===== config.mk =====
export PLATFORM = sky130hd
export DESIGN_NAME = lru_ctrl_flat
export DESIGN_NICKNAME = d
export VERILOG_FILES = /design/src/rtl/lru_ctrl_if.sv /design/src/rtl/lru_ctrl.sv /design/src/flat_wrapper.sv
export SDC_FILE = /design/constraint.sdc
export NUM_CORES = 1
export LEC_CHECK = 0
export ABC_CLOCK_PERIOD_IN_PS = 2530
export CORE_MARGIN = 1
export CORE_UTILIZATION = 30
export DETAILED_ROUTE_END_ITERATION = 6
export PLACE_DENSITY = 0.69
export SETUP_SLACK_MARGIN = 0.2
export SYNTH_ARGS = -nofsm -noshare
export SYNTH_HDL_FRONTEND = slang
export SYNTH_SLANG_ARGS = --single-unit
export TNS_END_PERCENT = 5

===== constraint.sdc =====
create_clock -name clk -period 2.53 [get_ports clk]
set_clock_uncertainty 0.2 [all_clocks]
set_input_delay 0.253 -clock clk [delete_from_list [all_inputs] [get_ports clk]]
set_output_delay 0.253 -clock clk [all_outputs]
set_load 0.005 [all_outputs]

===== src/rtl/lru_ctrl_if.sv =====
// -----------------------------------------------------------------------------
// lru_ctrl_if
// Bundles the request/response handshakes and the LRU regfile port of
// lru_ctrl into one interface.
//
//   slave  modport : the LRU controller itself (lru_ctrl).
//   master modport : the surrounding environment. It drives the hit, fill and
//                    victim-lookup requests, and it owns the regfile, which
//                    returns rf_q combinationally for rf_ra.
//
// Signals:
//   hit_valid/hit_idx/hit_way/hit_ready    one-hot hit update request
//   fill_valid/fill_idx/fill_way/fill_ready one-hot fill update request
//   vic_valid/vic_idx/vic_ready            victim-way lookup request
//   vic_rsp_valid/vic_rsp_way              registered lookup response
//   rf_ra/rf_wa/rf_wr/rf_wd/rf_q           LRU regfile port
//   init_done                              initialisation sweep finished
// -----------------------------------------------------------------------------
interface lru_ctrl_if #(
  parameter int AW = 13
);
  logic          hit_valid;
  logic [AW-1:0] hit_idx;
  logic [3:0]    hit_way;
  logic          hit_ready;

  logic          fill_valid;
  logic [AW-1:0] fill_idx;
  logic [3:0]    fill_way;
  logic          fill_ready;

  logic          vic_valid;
  logic [AW-1:0] vic_idx;
  logic          vic_ready;
  logic          vic_rsp_valid;
  logic [1:0]    vic_rsp_way;

  logic [AW-1:0] rf_ra;
  logic [AW-1:0] rf_wa;
  logic          rf_wr;
  logic [2:0]    rf_wd;
  logic [2:0]    rf_q;

  logic          init_done;

  modport master (
    output hit_valid, hit_idx, hit_way,
    output fill_valid, fill_idx, fill_way,
    output vic_valid, vic_idx,
    output rf_q,
    input  hit_ready, fill_ready, vic_ready,
    input  vic_rsp_valid, vic_rsp_way,
    input  rf_ra, rf_wa, rf_wr, rf_wd,
    input  init_done
  );

  modport slave (
    input  hit_valid, hit_idx, hit_way,
    input  fill_valid, fill_idx, fill_way,
    input  vic_valid, vic_idx,
    input  rf_q,
    output hit_ready, fill_ready, vic_ready,
    output vic_rsp_valid, vic_rsp_way,
    output rf_ra, rf_wa, rf_wr, rf_wd,
    output init_done
  );
endinterface


===== src/rtl/lru_ctrl.sv =====
// -----------------------------------------------------------------------------
// lru_ctrl
// Pseudo-LRU (3-bit tree) controller for a 4-way set-associative cache.
// The LRU bits of every set live in an external regfile with a
// combinational read port (rf_q for rf_ra) and a synchronous write port.
//
// After reset the block sweeps all ENTRIES sets, writing 3'b000 to each,
// then raises init_done and starts serving one request per cycle:
//   fill / hit : read-modify-write of the tree bits for the touched way
//   vic        : read the tree bits and return the victim way one cycle later
//
// Ports:
//   clk    rising-edge clock
//   reset  synchronous, active-high reset (restarts the sweep)
//   bus    lru_ctrl_if.slave: request handshakes, lookup response, regfile
//
// Configuration macro:
//   LRU_CTRL_RR_ARB_EN  defined   -> round-robin arbitration over
//                                    fill, hit, vic (pointer resets to fill)
//                       undefined -> fixed priority fill > hit > vic
// -----------------------------------------------------------------------------
module lru_ctrl #(
  parameter int ENTRIES = 8192,
  parameter int AW      = 13
) (
  input logic       clk,
  input logic       reset,
  lru_ctrl_if.slave bus
);

  typedef enum logic {
    ST_INIT = 1'b0,
    ST_RUN  = 1'b1
  } state_e;

  typedef enum logic [1:0] {
    GNT_FILL = 2'd0,
    GNT_HIT  = 2'd1,
    GNT_VIC  = 2'd2,
    GNT_NONE = 2'd3
  } gnt_e;

  localparam logic [AW-1:0] LAST_IDX = AW'(ENTRIES - 1);

  // Lowest set bit of a way vector: {found, way index}.
  function automatic logic [2:0] way_sel(input logic [3:0] way);
    logic [2:0] res;
    if (way[0]) begin
      res = 3'b100;
    end else if (way[1]) begin
      res = 3'b101;
    end else if (way[2]) begin
      res = 3'b110;
    end else if (way[3]) begin
      res = 3'b111;
    end else begin
      res = 3'b000;
    end
    return res;
  endfunction

  // New tree bits after touching `way`: the root points away from the
  // touched half, the touched half's leaf points away from the touched way,
  // and the other half's leaf is preserved.
  function automatic logic [2:0] lru_update(input logic [1:0] way, input logic [2:0] q);
    logic [2:0] res;
    case (way)
      2'd0:    res = {1'b0, q[1], 1'b0};
      2'd1:    res = {1'b0, q[1], 1'b1};
      2'd2:    res = {1'b1, 1'b0, q[0]};
      2'd3:    res = {1'b1, 1'b1, q[0]};
      default: res = 3'b000;
    endcase
    return res;
  endfunction

  // Follow the tree away from the recently used side to find the victim.
  function automatic logic [1:0] lru_victim(input logic [2:0] q);
    logic [1:0] res;
    case (q)
      3'b000, 3'b001: res = 2'd3;
      3'b010, 3'b011: res = 2'd2;
      3'b100, 3'b110: res = 2'd1;
      3'b101, 3'b111: res = 2'd0;
      default:        res = 2'd0;
    endcase
    return res;
  endfunction

  // First valid requester in the given order; v[2] belongs to `a`.
  function automatic gnt_e pick3(input logic [2:0] v, input gnt_e a, input gnt_e b,
                                 input gnt_e c);
    gnt_e res;
    if (v[2]) begin
      res = a;
    end else if (v[1]) begin
      res = b;
    end else if (v[0]) begin
      res = c;
    end else begin
      res = GNT_NONE;
    end
    return res;
  endfunction

  state_e        state_q, state_d;
  logic [AW-1:0] cnt_q, cnt_d;
  logic          init_done_q, init_done_d;
  logic          rsp_valid_q, rsp_valid_d;
  logic [1:0]    rsp_way_q, rsp_way_d;

  gnt_e          gnt_s;
  logic          hit_ready_s, fill_ready_s, vic_ready_s;
  logic [AW-1:0] rf_ra_s, rf_wa_s;
  logic          rf_wr_s;
  logic [2:0]    rf_wd_s;
  logic [AW-1:0] upd_idx_s;
  logic [2:0]    sel_s;

`ifdef LRU_CTRL_RR_ARB_EN
  gnt_e rr_q, rr_d;

  // Rotating priority: rr_q names the requester that is served first.
  always_comb begin
    case (rr_q)
      GNT_HIT: gnt_s = pick3({bus.hit_valid, bus.vic_valid, bus.fill_valid},
                             GNT_HIT, GNT_VIC, GNT_FILL);
      GNT_VIC: gnt_s = pick3({bus.vic_valid, bus.fill_valid, bus.hit_valid},
                             GNT_VIC, GNT_FILL, GNT_HIT);
      default: gnt_s = pick3({bus.fill_valid, bus.hit_valid, bus.vic_valid},
                             GNT_FILL, GNT_HIT, GNT_VIC);
    endcase
  end

  // After a grant the requester following the winner moves to the front.
  always_comb begin
    rr_d = rr_q;
    if (!reset && state_q == ST_RUN) begin
      case (gnt_s)
        GNT_FILL: rr_d = GNT_HIT;
        GNT_HIT:  rr_d = GNT_VIC;
        GNT_VIC:  rr_d = GNT_FILL;
        default:  rr_d = rr_q;
      endcase
    end else begin
      rr_d = rr_q;
    end
  end

  // Round-robin pointer register.
  always_ff @(posedge clk) begin
    if (reset) begin
      rr_q <= GNT_FILL;
    end else begin
      rr_q <= rr_d;
    end
  end
`else
  // Fixed priority fill > hit > vic.
  always_comb begin
    gnt_s = pick3({bus.fill_valid, bus.hit_valid, bus.vic_valid},
                  GNT_FILL, GNT_HIT, GNT_VIC);
  end
`endif

  // Sweep / service sequencing, handshakes and regfile port control.
  always_comb begin
    state_d      = state_q;
    cnt_d        = cnt_q;
    init_done_d  = init_done_q;
    rsp_valid_d  = 1'b0;
    rsp_way_d    = rsp_way_q;
    hit_ready_s  = 1'b0;
    fill_ready_s = 1'b0;
    vic_ready_s  = 1'b0;
    rf_ra_s      = '0;
    rf_wa_s      = '0;
    rf_wr_s      = 1'b0;
    rf_wd_s      = 3'b000;
    upd_idx_s    = '0;
    sel_s        = 3'b000;

    if (reset) begin
      // Outputs stay quiet while reset is held; registers reload below.
      state_d = ST_INIT;
    end else begin
      case (state_q)
        ST_INIT: begin
          rf_ra_s = cnt_q;
          rf_wa_s = cnt_q;
          rf_wr_s = 1'b1;
          rf_wd_s = 3'b000;
          if (cnt_q == LAST_IDX) begin
            // Last set written: the counter holds, it never wraps.
            state_d     = ST_RUN;
            init_done_d = 1'b1;
          end else begin
            cnt_d = cnt_q + AW'(1);
          end
        end
        ST_RUN: begin
          case (gnt_s)
            GNT_FILL: begin
              fill_ready_s = 1'b1;
              upd_idx_s    = bus.fill_idx;
              sel_s        = way_sel(bus.fill_way);
            end
            GNT_HIT: begin
              hit_ready_s = 1'b1;
              upd_idx_s   = bus.hit_idx;
              sel_s       = way_sel(bus.hit_way);
            end
            GNT_VIC: begin
              vic_ready_s = 1'b1;
              rf_ra_s     = bus.vic_idx;
              rsp_valid_d = 1'b1;
              rsp_way_d   = lru_victim(bus.rf_q);
            end
            default: begin
              rsp_valid_d = 1'b0;
            end
          endcase
          if (gnt_s == GNT_FILL || gnt_s == GNT_HIT) begin
            // Read-modify-write in one cycle; an empty way vector is
            // accepted but leaves the entry untouched.
            rf_ra_s = upd_idx_s;
            rf_wa_s = upd_idx_s;
            rf_wr_s = sel_s[2];
            if (sel_s[2]) begin
              rf_wd_s = lru_update(sel_s[1:0], bus.rf_q);
            end else begin
              rf_wd_s = 3'b000;
            end
          end else begin
            rf_wr_s = 1'b0;
          end
        end
        default: begin
          state_d = ST_INIT;
        end
      endcase
    end
  end

  // State, sweep counter and registered outputs.
  always_ff @(posedge clk) begin
    if (reset) begin
      state_q     <= ST_INIT;
      cnt_q       <= '0;
      init_done_q <= 1'b0;
      rsp_valid_q <= 1'b0;
      rsp_way_q   <= 2'd0;
    end else begin
      state_q     <= state_d;
      cnt_q       <= cnt_d;
      init_done_q <= init_done_d;
      rsp_valid_q <= rsp_valid_d;
      rsp_way_q   <= rsp_way_d;
    end
  end

  assign bus.hit_ready     = hit_ready_s;
  assign bus.fill_ready    = fill_ready_s;
  assign bus.vic_ready     = vic_ready_s;
  assign bus.vic_rsp_valid = rsp_valid_q;
  assign bus.vic_rsp_way   = rsp_way_q;
  assign bus.rf_ra         = rf_ra_s;
  assign bus.rf_wa         = rf_wa_s;
  assign bus.rf_wr         = rf_wr_s;
  assign bus.rf_wd         = rf_wd_s;
  assign bus.init_done     = init_done_q;

endmodule


===== src/flat_wrapper.sv =====
// flat-port wrapper written by rule: the top's interface ports become plain ports
module lru_ctrl_flat 
#(
  parameter int ENTRIES = 8192,
  parameter int AW      = 13
)
  (clk, reset, bus_hit_valid, bus_hit_idx, bus_hit_way, bus_fill_valid, bus_fill_idx, bus_fill_way, bus_vic_valid, bus_vic_idx, bus_rf_q, bus_hit_ready, bus_fill_ready, bus_vic_ready, bus_vic_rsp_valid, bus_vic_rsp_way, bus_rf_ra, bus_rf_wa, bus_rf_wr, bus_rf_wd, bus_init_done);
  lru_ctrl_if #(.AW(AW)) bus_i ();
  input logic clk;
  input logic reset;
  input wire logic [$bits(bus_i.hit_valid)-1:0] bus_hit_valid;
  input wire logic [$bits(bus_i.hit_idx)-1:0] bus_hit_idx;
  input wire logic [$bits(bus_i.hit_way)-1:0] bus_hit_way;
  input wire logic [$bits(bus_i.fill_valid)-1:0] bus_fill_valid;
  input wire logic [$bits(bus_i.fill_idx)-1:0] bus_fill_idx;
  input wire logic [$bits(bus_i.fill_way)-1:0] bus_fill_way;
  input wire logic [$bits(bus_i.vic_valid)-1:0] bus_vic_valid;
  input wire logic [$bits(bus_i.vic_idx)-1:0] bus_vic_idx;
  input wire logic [$bits(bus_i.rf_q)-1:0] bus_rf_q;
  output wire logic [$bits(bus_i.hit_ready)-1:0] bus_hit_ready;
  output wire logic [$bits(bus_i.fill_ready)-1:0] bus_fill_ready;
  output wire logic [$bits(bus_i.vic_ready)-1:0] bus_vic_ready;
  output wire logic [$bits(bus_i.vic_rsp_valid)-1:0] bus_vic_rsp_valid;
  output wire logic [$bits(bus_i.vic_rsp_way)-1:0] bus_vic_rsp_way;
  output wire logic [$bits(bus_i.rf_ra)-1:0] bus_rf_ra;
  output wire logic [$bits(bus_i.rf_wa)-1:0] bus_rf_wa;
  output wire logic [$bits(bus_i.rf_wr)-1:0] bus_rf_wr;
  output wire logic [$bits(bus_i.rf_wd)-1:0] bus_rf_wd;
  output wire logic [$bits(bus_i.init_done)-1:0] bus_init_done;
  assign bus_i.hit_valid = bus_hit_valid;
  assign bus_i.hit_idx = bus_hit_idx;
  assign bus_i.hit_way = bus_hit_way;
  assign bus_i.fill_valid = bus_fill_valid;
  assign bus_i.fill_idx = bus_fill_idx;
  assign bus_i.fill_way = bus_fill_way;
  assign bus_i.vic_valid = bus_vic_valid;
  assign bus_i.vic_idx = bus_vic_idx;
  assign bus_i.rf_q = bus_rf_q;
  assign bus_hit_ready = bus_i.hit_ready;
  assign bus_fill_ready = bus_i.fill_ready;
  assign bus_vic_ready = bus_i.vic_ready;
  assign bus_vic_rsp_valid = bus_i.vic_rsp_valid;
  assign bus_vic_rsp_way = bus_i.vic_rsp_way;
  assign bus_rf_ra = bus_i.rf_ra;
  assign bus_rf_wa = bus_i.rf_wa;
  assign bus_rf_wr = bus_i.rf_wr;
  assign bus_rf_wd = bus_i.rf_wd;
  assign bus_init_done = bus_i.init_done;
  lru_ctrl #(.ENTRIES(ENTRIES), .AW(AW)) u_core (.clk(clk), .reset(reset), .bus(bus_i));
endmodule

Word level (Yosys, flattened, before mapping). Memory sizes are Yosys's and may differ from the RTL's. A register that Yosys moved wholly into a read port is not among the register bits. Cells that the tools add are included.

Add/sub/neg operators: 1. Equality and inequality tests: 6. Mux-type cells: 41. Bitwise logic cells: 2. Reduce and logical (&&, ||, !) cells: 6.

Operators with widths (number): $pmux 13 s2 (3); $mux 13 (5); $mux 3 (13); $mux 1 (14); $add 13x1->13 const B (1); $eq 13x13->1 const B (1); $pmux 3 s2 (2); $pmux 3 s4 (1); $eq 2x2->1 const B (3); $reduce_and 2->1 (3); $eq 2x1->1 const B (2); $logic_not 2->1 (2); $mux 2 (2); $not 1->1 (2); $pmux 1 s2 (1); $logic_or 1x1->1 (1).

Flip-flop bits (word level): 16. ROM bits: 16. Input bits: 55. Output and inout port bits: 37. Word-level logic and storage cells: 61. Memories kept: 1.

Memory list: (name not given) (words 8, bits a word 2, rd ports 1, clocked after memory_dff 1, wr ports 0, RTL line lru_ctrl.sv:80) `case (q)`.

Logic depth before layout (Yosys ltp).
Word-level depth: 13. Gate-level depth with buffers: 5. Depth with buffers taken out: 5.

Worst setup path before layout. Ideal clock, no wire load.

Path type: reg2reg. Start point: reg u_core.cnt_q[0]. End point: reg u_core.cnt_q[6]. Setup time: 0.070 ns. Arrival: 1.486 ns. Data required time: 2.260 ns. Setup slack: 0.774 ns. Stages on the path, launching flop included: 6. Path buffers: 0. Clock period less this slack: 1.756 ns. Cells stage by stage: dfxtp_1 -> ha_1 -> nor2b_1 -> nand2_1 -> or4_1 -> a21oi_1.

Word-level cells in the longest chain between the ends: 3. Elaborated cells between the ends (all ways): 4. Those cells by class: add/sub (1); eq/ne (1); bitwise (1); reduce/logical (1).

RTL lines: from (decl) (RTL line lru_ctrl.sv:107) `logic [AW-1:0] cnt_q, cnt_d;`; from (signal assigned) (RTL line lru_ctrl.sv:255) `cnt_q <= cnt_d;`; branches (longest 3 deep; another with $add 13x1->13).

Parallel ways; which one is timed is not known. A chain may end at the register's enable or synchronous reset.

Worst setup path in the final report.
Start point: in bus_vic_valid. End point: out bus_rf_ra[11].

Word-level cells in the longest chain between the ends: 8. Elaborated cells between the ends (all ways): 12. Those cells by class: eq/ne (2); mux (8); reduce/logical (2).

RTL lines: from (decl) (RTL line flat_wrapper.sv:17) `input wire logic [$bits(bus_i.vic_valid)-1:0] bus_vic_valid;`; $mux 1 (*) (RTL line lru_ctrl.sv:98) `end else if (v[0]) begin`; $mux 2 (*) (RTL line lru_ctrl.sv:96) `end else if (v[1]) begin`; $mux 2 (*) (RTL line lru_ctrl.sv:94) `if (v[2]) begin`; $eq 2x1->1, or another cell as far along (RTL line lru_ctrl.sv:202, lru_ctrl.sv:223); $pmux 13 s2, or another cell as far along (RTL line lru_ctrl.sv:202) `case (gnt_s)`; $mux 13 (*) (RTL line lru_ctrl.sv:223) `if (gnt_s == GNT_FILL || gnt_s == GNT_HIT) begin`; $pmux 13 s2 (*) (RTL line lru_ctrl.sv:187) `case (state_q)`; $mux 13 (*) (RTL line lru_ctrl.sv:183) `if (reset) begin`; to (decl) (RTL line flat_wrapper.sv:25) `output wire logic [$bits(bus_i.rf_ra)-1:0] bus_rf_ra;`.

Every way passes the cells marked *; elsewhere a longest branch is shown, timed or not.

==> impl_metrics.ini <==
[outcome]
run_status = finished with violations
violations = DRC

[critical_path]
critical_path.startpoint_type = primary input
worstSetupEndpoint = bus_rf_ra[11]
r2r_cells = 5
crit_start = bus_vic_valid
critical-path-slowest-cell = sky130_fd_sc_hd__clkdlybuf4s50_1
critical_path_peak_fanout = 11
timing.critical_path.mode_cell = sky130_fd_sc_hd__clkdlybuf4s50_1
timing.critical_path.to_type = output port
regToRegStartpoint = u_core.state_q
timing_worst_setup_path_type = in -> out
reg2reg_to = u_core.cnt_q[9]
critPathMaxStageDelay_ps = 530
register_to_register_setup_slack_ps = 600
cell_by_cell_trace_of_the_critical_path = clkdlybuf4s50_1, nor3b_4, buf_6, nand2_1, a41oi_1, clkdlybuf4s50_1
crit_required_ps = 2080
cp_data_arrival_time_ps = 1930

[synthesis]
synth.top_cells.by_area = sky130_fd_sc_hd__dfxtp_1 25%, sky130_fd_sc_hd__nand2_1 13%, sky130_fd_sc_hd__a41oi_1 8.0%, sky130_fd_sc_hd__a31oi_1 6.6%, sky130_fd_sc_hd__o21ai_0 5.3%
synth_cells = 210
number_of_flops_mapped_to_enable_cells_by_yosys = 0
synth_top_cells_by_count = 49 x sky130_fd_sc_hd__nand2_1, 18 x sky130_fd_sc_hd__dfxtp_1, 15 x sky130_fd_sc_hd__a31oi_1, 15 x sky130_fd_sc_hd__nor2_1, 15 x sky130_fd_sc_hd__o21ai_0
synth_cell_type_count = 41
yosys_warnings = 0
synth.largest_area_cell = sky130_fd_sc_hd__dfxtp_1
synthesis.area_per_instance_um2 = 6.77
seq_area_frac_synth_pct = 25.4
post_synth_top_area_share_pct = 25.4
yosys_most_used_dff = sky130_fd_sc_hd__dfxtp_1
yosys.cell_count.top_type = sky130_fd_sc_hd__nand2_1
postSynthRegisterBits = 18
synth.net_count = 266
async_flop_share_pct = 0
netlist_area_um2 = 1420

[sta]
final_period_minus_worst_setup_slack_ps = 2380
final-setup-viol-count = 0
maxClockFrequency_ghz = 0.420
slew_violations = 0
max_slew.worst_pin.slew_ps = 501
finalHoldViolCount = 0
rsz_0062_raised_after_global_routing = true
worst_hold_slack_ps = 250
timing.slew.headroom_pct = 66.4
period_share_pct = 94.1

[floorplan]
floorplan.initialDensity_pct = 32.0
boundaryPins = 92
dieWidth_um = 70.8
core.rowCount = 24
core_area_um2 = 4440
design.die.area_um2 = 5020
die_height_um = 70.8

[cts]
tritoncts.num_buffers = 3
path_clk_slew_ps = 70
clk-insertion-delay-late_ps = 260
cts_root_buffer = sky130_fd_sc_hd__clkbuf_8
cts_sinks = 18
max-clock-path-buffers = 2
tritoncts_clock_tree = done
number_of_buffers_inserted_for_hold_repair_after_clock_tree_synthesis = 0
ctsHtreeMaxLevel = 1

[finish]
antenna_cells_inserted = 0
layout.nets = 362
fin_util_pct = 57.7
final_layout_size_suffix_gt1_share_pct = 9.84
synth_to_final_area_change_pct = 80.5

[global_route]
grt_max_degree = 27
gr-usage-all-layers_pct = 20.1
grt.overflow.total = 0
grt_first_pass_wirelength_um = 8250
antenna_found_initial = 0
vias_in_the_first_global_route = 1733

[drt]
routedWlPerCell_um = 14.8
route.detailed.vias_per_inst = 5.46
detailedRoute.firstPassIterationCount = 6
drt_wl_total_um = 5280
drt_first_iter_violations = 84
postRouteAntennaNets = 0
vias = 1950
drc = 20

[power_and_ir_drop]
vdd_ir_drop_max_uv = 379
static-leakage-power_nw = 0.921
power_switching_mw = 0.179
power_per_cell_area_nw_per_um2 = 281
p_seq_share_pct = 40.5
clockPowerShare_pct = 33.1
combPwrFrac_pct = 26.4
cell_internal_pwr_mw = 0.542
power.switching_fraction_pct = 24.8

[placed_design]
port_buffers = 91
post-dp-hpwl_um = 3960
gp_congestion = 0.844

[worst_hold_path]
worstHoldPathType = reg -> reg

[job]
maxCapViolations = 0
-- logic make-up (layout without fill, tap and decap cells) --
group                    after synthesis  in the layout  share of synthesized area (%)
XOR/XNOR                               1              1                          0.616
buffers and inverters                 19            114                           5.11
AND/OR/NAND/NOR                       97             97                           32.5
AO/OA/AOI/OAI                         71             71                           33.4
adder cells (fa/ha/maj)                1              1                          0.880
multiplexers                           3              3                           2.20
flip-flops                            18             18                           25.4
-- repair_timing --
| action | 4_1_cts | 5_1_grt |
|---|---|---|
| buffers inserted | 0 | 1 |
| gates cloned | 0 | 0 |
| resized for setup | 9 | 10 |
| pin swaps | 0 | 3 |
| endpoints found under the setup margin | 31 | 29 |
-- worst min path at each step --
stage,cells past startpoint,slack [ps],to,from
after global routing,2,280,u_core.bus.vic_rsp_way[0],u_core.bus.vic_rsp_way[0]
after global placement,2,240,u_core.bus.vic_rsp_way[0],u_core.bus.vic_rsp_way[0]
after floorplan,1,160,u_core.bus.vic_rsp_way[1],bus_rf_q[2]
final,2,250,u_core.bus.vic_rsp_way[0],u_core.bus.vic_rsp_way[0]
after detailed placement,2,250,u_core.bus.vic_rsp_way[0],u_core.bus.vic_rsp_way[0]
after CTS,2,260,u_core.bus.vic_rsp_way[0],u_core.bus.vic_rsp_way[0]
-- worst max-delay path: cells and delay by family --
kind                   cells  cell delay (ps)
AOI/OAI and AO/OA          1              210
buffers and inverters      3             1180
and+or+nand+nor            2              280
-- stage by stage --
| step | setup TNS [ps] | cell area [µm²] | total power [mW] | std cells | setup slack [ps] |
|---|---|---|---|---|---|
| 3_5_place_dp | -20.7 | 2450 | 0.479 | 352 | -11.1 |
| 4_1_cts | 0 | 2520 | 0.721 | 356 | 127 |
| 3_3_place_gp | 0 | 2450 | 0.477 | 352 | 27.6 |
| 2_1_floorplan | 0 | 1420 | 0.355 | 210 | 774 |
| 6_report | 0 | 2570 | 0.721 | 357 | 150 |
| 5_1_grt | 0 | 2570 | 0.753 | 357 | 77.1 |
-- registers in the layout (all words and copies together), names as in the netlist --
signal                    flops
u_core.cnt_q                 13
u_core.bus.vic_rsp_way        2
u_core.bus.init_done          1
u_core.bus.vic_rsp_valid      1
u_core.state_q                1
-- power groups by stage --
stage               clock (mW)  combinational [mW]  sequential (mW)
floorplan                    0              0.0574            0.297
global placement             0               0.178            0.298
detailed placement           0               0.181            0.299
CTS                      0.244               0.185            0.292
global route             0.255               0.206            0.293
finish                   0.238               0.190            0.292
-- per-layer routing --
metal,wire [µm],track usage [%]
met2,2390,31.9
met3,355,4.99
met4,91,4.44
met1,2440,27.6
met5,0,0
-- cell type report --
class,count,area (µm²)
fillers,425,1880
flip-flops and latches,18,362
clock buffers,4,55.1
repair buffers,103,1020
inverters,7,26.3
well taps,52,65.1
multi-input cells,173,1030
-- cell usage in the layout, fill, tap and decap left out, types with 2 or more instances in the layout --
master | Yosys | routed
sky130_fd_sc_hd__a211oi_2 | 0 | 2
sky130_fd_sc_hd__a21oi_1 | 14 | 14
sky130_fd_sc_hd__a31oi_1 | 15 | 15
sky130_fd_sc_hd__a41oi_1 | 13 | 12
sky130_fd_sc_hd__and2_1 | 2 | 2
sky130_fd_sc_hd__and3b_1 | 2 | 2
sky130_fd_sc_hd__buf_4 | 0 | 8
sky130_fd_sc_hd__buf_6 | 0 | 3
sky130_fd_sc_hd__clkbuf_8 | 0 | 4
sky130_fd_sc_hd__clkdlybuf4s50_1 | 0 | 87
sky130_fd_sc_hd__dfxtp_1 | 18 | 17
sky130_fd_sc_hd__dlygate4sd2_1 | 0 | 3
sky130_fd_sc_hd__inv_1 | 7 | 7
sky130_fd_sc_hd__mux2i_1 | 2 | 2
sky130_fd_sc_hd__nand2_1 | 49 | 49
sky130_fd_sc_hd__nand3_1 | 7 | 7
sky130_fd_sc_hd__nand3b_1 | 2 | 2
sky130_fd_sc_hd__nand4_1 | 2 | 2
sky130_fd_sc_hd__nor2_1 | 15 | 13
sky130_fd_sc_hd__nor2_2 | 0 | 2
sky130_fd_sc_hd__nor2b_1 | 3 | 2
sky130_fd_sc_hd__nor3_1 | 3 | 3
sky130_fd_sc_hd__o21ai_0 | 15 | 15
sky130_fd_sc_hd__o31ai_1 | 4 | 4
sky130_fd_sc_hd__or4_1 | 4 | 4
Power figures use the tool's default switching activity.
==> RTL change 1: new RTL, same flow settings <==
The option `LRU_CTRL_RR_ARB_EN` is turned on by a define.
--- a/src/rtl/lru_ctrl.sv
+++ b/src/rtl/lru_ctrl.sv
@@ -19,6 +19,8 @@
 //                                    fill, hit, vic (pointer resets to fill)
 //                       undefined -> fixed priority fill > hit > vic
 // -----------------------------------------------------------------------------
+`define LRU_CTRL_RR_ARB_EN
+
 module lru_ctrl #(
   parameter int ENTRIES = 8192,
   parameter int AW      = 13
Formal check against the unedited RTL: no difference found for any inputs over 10 cycles, from zero or initial values and one cycle with reset high; that may be too few to reach the edited logic, so the function may still have changed.
==> RTL change 1 against the original RTL <==
The flow finishes with violations (negative setup slack); final area is 23% higher; worst setup slack lost 780 ps; power up 29%; sequential power rose by 11%; via count is 14% higher; synthesized cell count up 11%; sequential cell count is 2 higher; synthesized area rose by 26%; routed wire length up 13%; critical path depth increased by 7; utilization decreased by 1.6 points; count of clock-buffer cells in the layout decreased by 1; largest cell class unchanged; largest power group is now the clock network.
==> RTL change 1: results (changes against the original RTL) <==
* Run status: finished, violations left (unchanged)
* Violated checks: negative setup slack (was design-rule violations)
* Seq pwr at 324 uW (was 292 uW)
* Wirelength, routed at 5980 microns (was 5280 microns)
* Leakage power total at 1.38 nW (was 0.921 nW)
* Number of distinct standard cells referenced by the synthesized netlist at 46 (was 41)
* Final HPWL from detailed placement at 4210 microns (was 3960 microns)
* Iter 0 DRT Violations at 135 (was 84)
* Largest net degree at the start of global routing at 37 (was 27)
* Placed instance area at 2910 sq um (was 2450 sq um)
* Met2 Use GR at 0.334 (was 0.319)
* Critical Path Fanout Max at 4 (was 11)
* Share of final-layout standard cells stronger than drive strength 1 at 0.355 (was 0.0984)
* Most common library cells after synthesis: nand2_1 (45), nor2_1 (23), dfxtp_1 (20) (was nand2_1 (49), dfxtp_1 (18), a31oi_1 (15), nor2_1 (15), o21ai_0 (15))
* Clk pwr share at 0.354 (was 0.331)
* Number of nets in the layout at 413 (was 362)
* Final number of setup-violating endpoints at 33 (was 0)
* Switching power at 236 uW (was 179 uW)
* Met1 demand-to-capacity share in global routing at 0.239 (was 0.276)
* Final setup TNS at -12930 ps (was 0 ps)
* Wl on met1 at 2590 microns (was 2440 microns)
* Weighted congestion at the end of routability-driven global placement at 0.770 (was 0.844)
* Critical path start-end classification: flip-flop to output port (was input pin to output port)
* Average vias per placed instance at 5.26 (was 5.46)
* Via count of the first global-routing pass at 2125 (was 1733)
* Max IR drop VDD at 180 uV (was 379 uV)
* Worst setup margin at -629 ps (was 150 ps)
* Least-Margin Pin Slew at 444 ps (was 501 ps)
* Wire length of the first global-routing pass at 9560 microns (was 8250 microns)
* Detail Route met2 WL at 2980 microns (was 2390 microns)
* Largest cells by area after synthesis: dfxtp_1 (22%), nand2_1 (9.4%), a41oi_1 (6.3%), o21bai_1 (6.3%), a31oi_1 (5.9%) (was dfxtp_1 (25%), nand2_1 (13%), a41oi_1 (8.0%), a31oi_1 (6.6%), o21ai_0 (5.3%))
* Global Route met3 Usage at 0.0286 (was 0.0499)
* Share of synthesized area occupied by flip-flops and latches at 0.223 (was 0.254)
-- RTL change 1: changes by cell type in the layout (fill, tap and decap cells not counted), sizes merged, moves of 9 or more --
cell           unedited run  this run
o21ai                    15         1
clkbuf                    4        14
buf                      12        55
a21oi                    14         5
clkdlybuf4s50            87        59
o21bai                    0        15
-- RTL change 1: through the flow --
stage                     hold slack (ps)  cells  power [mW]  worst slack (ps)
final                                 260    421       0.928              -629
after CTS                             259    421       0.914              -641
after floorplan                       169    234       0.420              -115
after global routing                  273    421       0.969              -761
after global placement                240    402       0.557              -690
after detailed placement              248    402       0.560              -737
-- RTL change 1: layout make-up --
class | instances | area [sq um]
sequential | 20 | 405
clock inverter | 1 | 30.0
clock buffer | 3 | 41.3
fill | 528 | 2480
timing repair buffer | 127 | 1090
multi-input combinational | 190 | 1470
tap | 72 | 90.1
inverter | 8 | 32.5
-- RTL change 1: repair_timing --
item | 4_1_cts | 5_1_grt
pin swaps | 8 | 16
resized for setup | 83 | 66
buffers inserted | 14 | 0
setup endpoints to repair | 33 | 36
cloned | 1 | 0
-- RTL change 1: logic make-up after synthesis --
logic type / count (synthesis) / synth area share
AO/OA/AOI/OAI: 68 / 0.301
XOR/XNOR: 5 / 0.0244
adder cells (fa/ha/maj): 8 / 0.0557
buffers and inverters: 24 / 0.0640
flip-flops: 20 / 0.223
multiplexers: 5 / 0.0334
AND/OR/NAND/NOR: 104 / 0.299
-- RTL change 1: worst paths after layout --
check,end,slack [ps],cells past startpoint
worst max-delay path,bus_rf_ra[12],-630,13
worst min-delay path,u_core.bus.vic_rsp_way[0]$_SDFFE_PP0P_,260,2
worst max register to register,u_core.bus.vic_rsp_way[1]$_SDFFE_PP0P_,300,12
worst min register to register,u_core.bus.vic_rsp_way[0]$_SDFFE_PP0P_,260,2
==> RTL change 2: new RTL, same settings <==
Made on the original files. `AW` is set to 13 in 3 places; all go to 14.
--- a/src/rtl/lru_ctrl_if.sv
+++ b/src/rtl/lru_ctrl_if.sv
@@ -17,7 +17,7 @@
 //   init_done                              initialisation sweep finished
 // -----------------------------------------------------------------------------
 interface lru_ctrl_if #(
-  parameter int AW = 13
+  parameter int AW = 14
 );
   logic          hit_valid;
   logic [AW-1:0] hit_idx;
--- a/src/rtl/lru_ctrl.sv
+++ b/src/rtl/lru_ctrl.sv
@@ -21,7 +21,7 @@
 // -----------------------------------------------------------------------------
 module lru_ctrl #(
   parameter int ENTRIES = 8192,
-  parameter int AW      = 13
+  parameter int AW      = 14
 ) (
   input logic       clk,
   input logic       reset,
--- a/src/flat_wrapper.sv
+++ b/src/flat_wrapper.sv
@@ -2,7 +2,7 @@
 module lru_ctrl_flat 
 #(
   parameter int ENTRIES = 8192,
-  parameter int AW      = 13
+  parameter int AW      = 14
 )
   (clk, reset, bus_hit_valid, bus_hit_idx, bus_hit_way, bus_fill_valid, bus_fill_idx, bus_fill_way, bus_vic_valid, bus_vic_idx, bus_rf_q, bus_hit_ready, bus_fill_ready, bus_vic_ready, bus_vic_rsp_valid, bus_vic_rsp_way, bus_rf_ra, bus_rf_wa, bus_rf_wr, bus_rf_wd, bus_init_done);
   lru_ctrl_if #(.AW(AW)) bus_i ();
Interface: changed (5 resized); port bits go from 92 to 97. No check against the original RTL was run, so the function may have changed too.
==> RTL change 2 against the original RTL <==
Worst setup slack lost 45 ps; power shrank 0.55%; synthesized area grew 10%; count of clock-buffer cells in the layout is the same; global-route usage grew 0.52 points; sequential cell count grew 1; clock power shrank 12%; final area grew 7.8%; routed wire length grew 11%; largest power group unchanged; highest routed layer unchanged.
==> RTL change 2: results (changes against the original RTL) <==
* Total number of vias at 2077 (was 1950)
* Leakage power total at 1.20 nW (was 0.921 nW)
* Adder-cell area share of the yosys netlist at 0.00797 (was 0.00880)
* Weighted congestion at the end of routability-driven global placement at 0.885 (was 0.844)
* Wirelength, routed at 5860 microns (was 5280 microns)
* Clock buf/inv share at 0.0163 (was 0.0215)
* Non-clock buffer share at 0.393 (was 0.399)
* Sequential fraction of total cell area at 0.137 (was 0.141)
* Areal power density over the cells at 259 nW/um^2 (was 281 nW/um^2)
* Most common library cells after synthesis: nand2_1 (53), nor2_1 (21), dfxtp_1 (19) (was nand2_1 (49), dfxtp_1 (18), a31oi_1 (15), nor2_1 (15), o21ai_0 (15))
* Die area at 5520 sq um (was 5020 sq um)
* Via count of the first global-routing pass at 1818 (was 1733)
* Post_cts resized at 47 (was 9)
* Non-CTS inverters at 2 (was 7)
* Largest cells by area after synthesis: dfxtp_1 (24%), nand2_1 (13%), a41oi_1 (8.4%), a31oi_1 (5.6%), o21ai_0 (5.1%) (was dfxtp_1 (25%), nand2_1 (13%), a41oi_1 (8.0%), a31oi_1 (6.6%), o21ai_0 (5.3%))
* Share of final-layout standard cells stronger than drive strength 1 at 0.107 (was 0.0984)
* Compound-gate portion of the synthesized area at 0.310 (was 0.334)
* Wire length of the first global-routing pass at 8950 microns (was 8250 microns)
* Total area of multi-input combinational cells at 1160 sq um (was 1030 sq um)
* Total of flip-flops plus latches after synthesis at 19 (was 18)
* Number of distinct standard cells referenced by the synthesized netlist at 47 (was 41)
* Crit path arrival time at 1970 ps (was 1930 ps)
* Final HPWL from detailed placement at 4540 microns (was 3960 microns)
* Launch instance of the worst min-delay path: u_core.bus.vic_rsp_way[0]$_SDFFE_PP0P_ (unchanged)
* Number of buffers inserted by port buffering at 96 (was 91)
* Critical Path Fanout Max at 4 (was 11)
* Final-layout fill cell count at 486 (was 425)
* Reg-to-reg critical path endpoint: u_core.cnt_q[10]$_SDFFE_PP0P_ (was u_core.cnt_q[9]$_SDFFE_PP0P_)
* Run status: complete, no violations (was finished, violations left)
* Placed instance area at 2660 sq um (was 2450 sq um)
* Max reg flops at 14 (was 13)
* Number of buffers added for setup after CTS at 1 (was 0)
* Number of detailed-routing iterations run before antenna repair at 4 (was 6)
* Startpoint of the worst-slack reg-to-reg timing path: u_core.cnt_q[0]$_SDFFE_PP0P_ (was u_core.state_q$_SDFF_PP0_)
* Antenna violations before repair at 0 (unchanged)
* Cells after synthesis at 226 (was 210)
* Synth Net Count at 285 (was 266)
* Share of synthesized area occupied by flip-flops and latches at 0.242 (was 0.254)
* Critical path startpoint: bus_hit_way[0] (was bus_vic_valid)
* Non-filler instance count after layout at 394 (was 357)
* Max Clock Freq at 0.412 GHz (was 0.420 GHz)
* Setup slack of the most critical reg-to-reg path at 500 ps (was 600 ps)
* Non-clock buffer total of the final layout at 112 (was 103)
* Worst Setup EP: bus_rf_wd[1] (was bus_rf_ra[11])
* Max IR drop VDD at 223 uV (was 379 uV)
[RTL change 2: changes by cell type after synthesis, moves of 3 or more]
| cell | change |
|---|---|
| a21oi_1 | -6 |
| nor2_1 | +6 |
| inv_1 | -5 |
| nand2_1 | +4 |
| nor2b_1 | +4 |
| nor3_1 | +3 |
| o31ai_1 | -3 |
| or4_1 | -3 |
[RTL change 2: worst max-delay path, stage by stage]
cell             delay, ps
clkdlybuf4s50_1        430
or3b_4                 400
o32ai_4                260
buf_4                  160
nand3_1                 50
nor3b_1                150
dlygate4sd2_1          250
[RTL change 2: layer usage]
metal  up-vias  global-route usage  share of wire
met5         -                   0              0
met1       963               0.271           0.46
met4         0              0.0440         0.0067
li1       1051                   -              -
met3         4              0.0407          0.081
met2        59               0.352           0.45
[RTL change 2: where the power goes]
group / leakage (nW) / switching [mW] / internal (mW)
Clock: 0.0228 / 0.0972 / 0.112
Combinational: 1.02 / 0.0761 / 0.124
Sequential: 0.154 / 0.00493 / 0.303
Total: 1.20 / 0.178 / 0.539
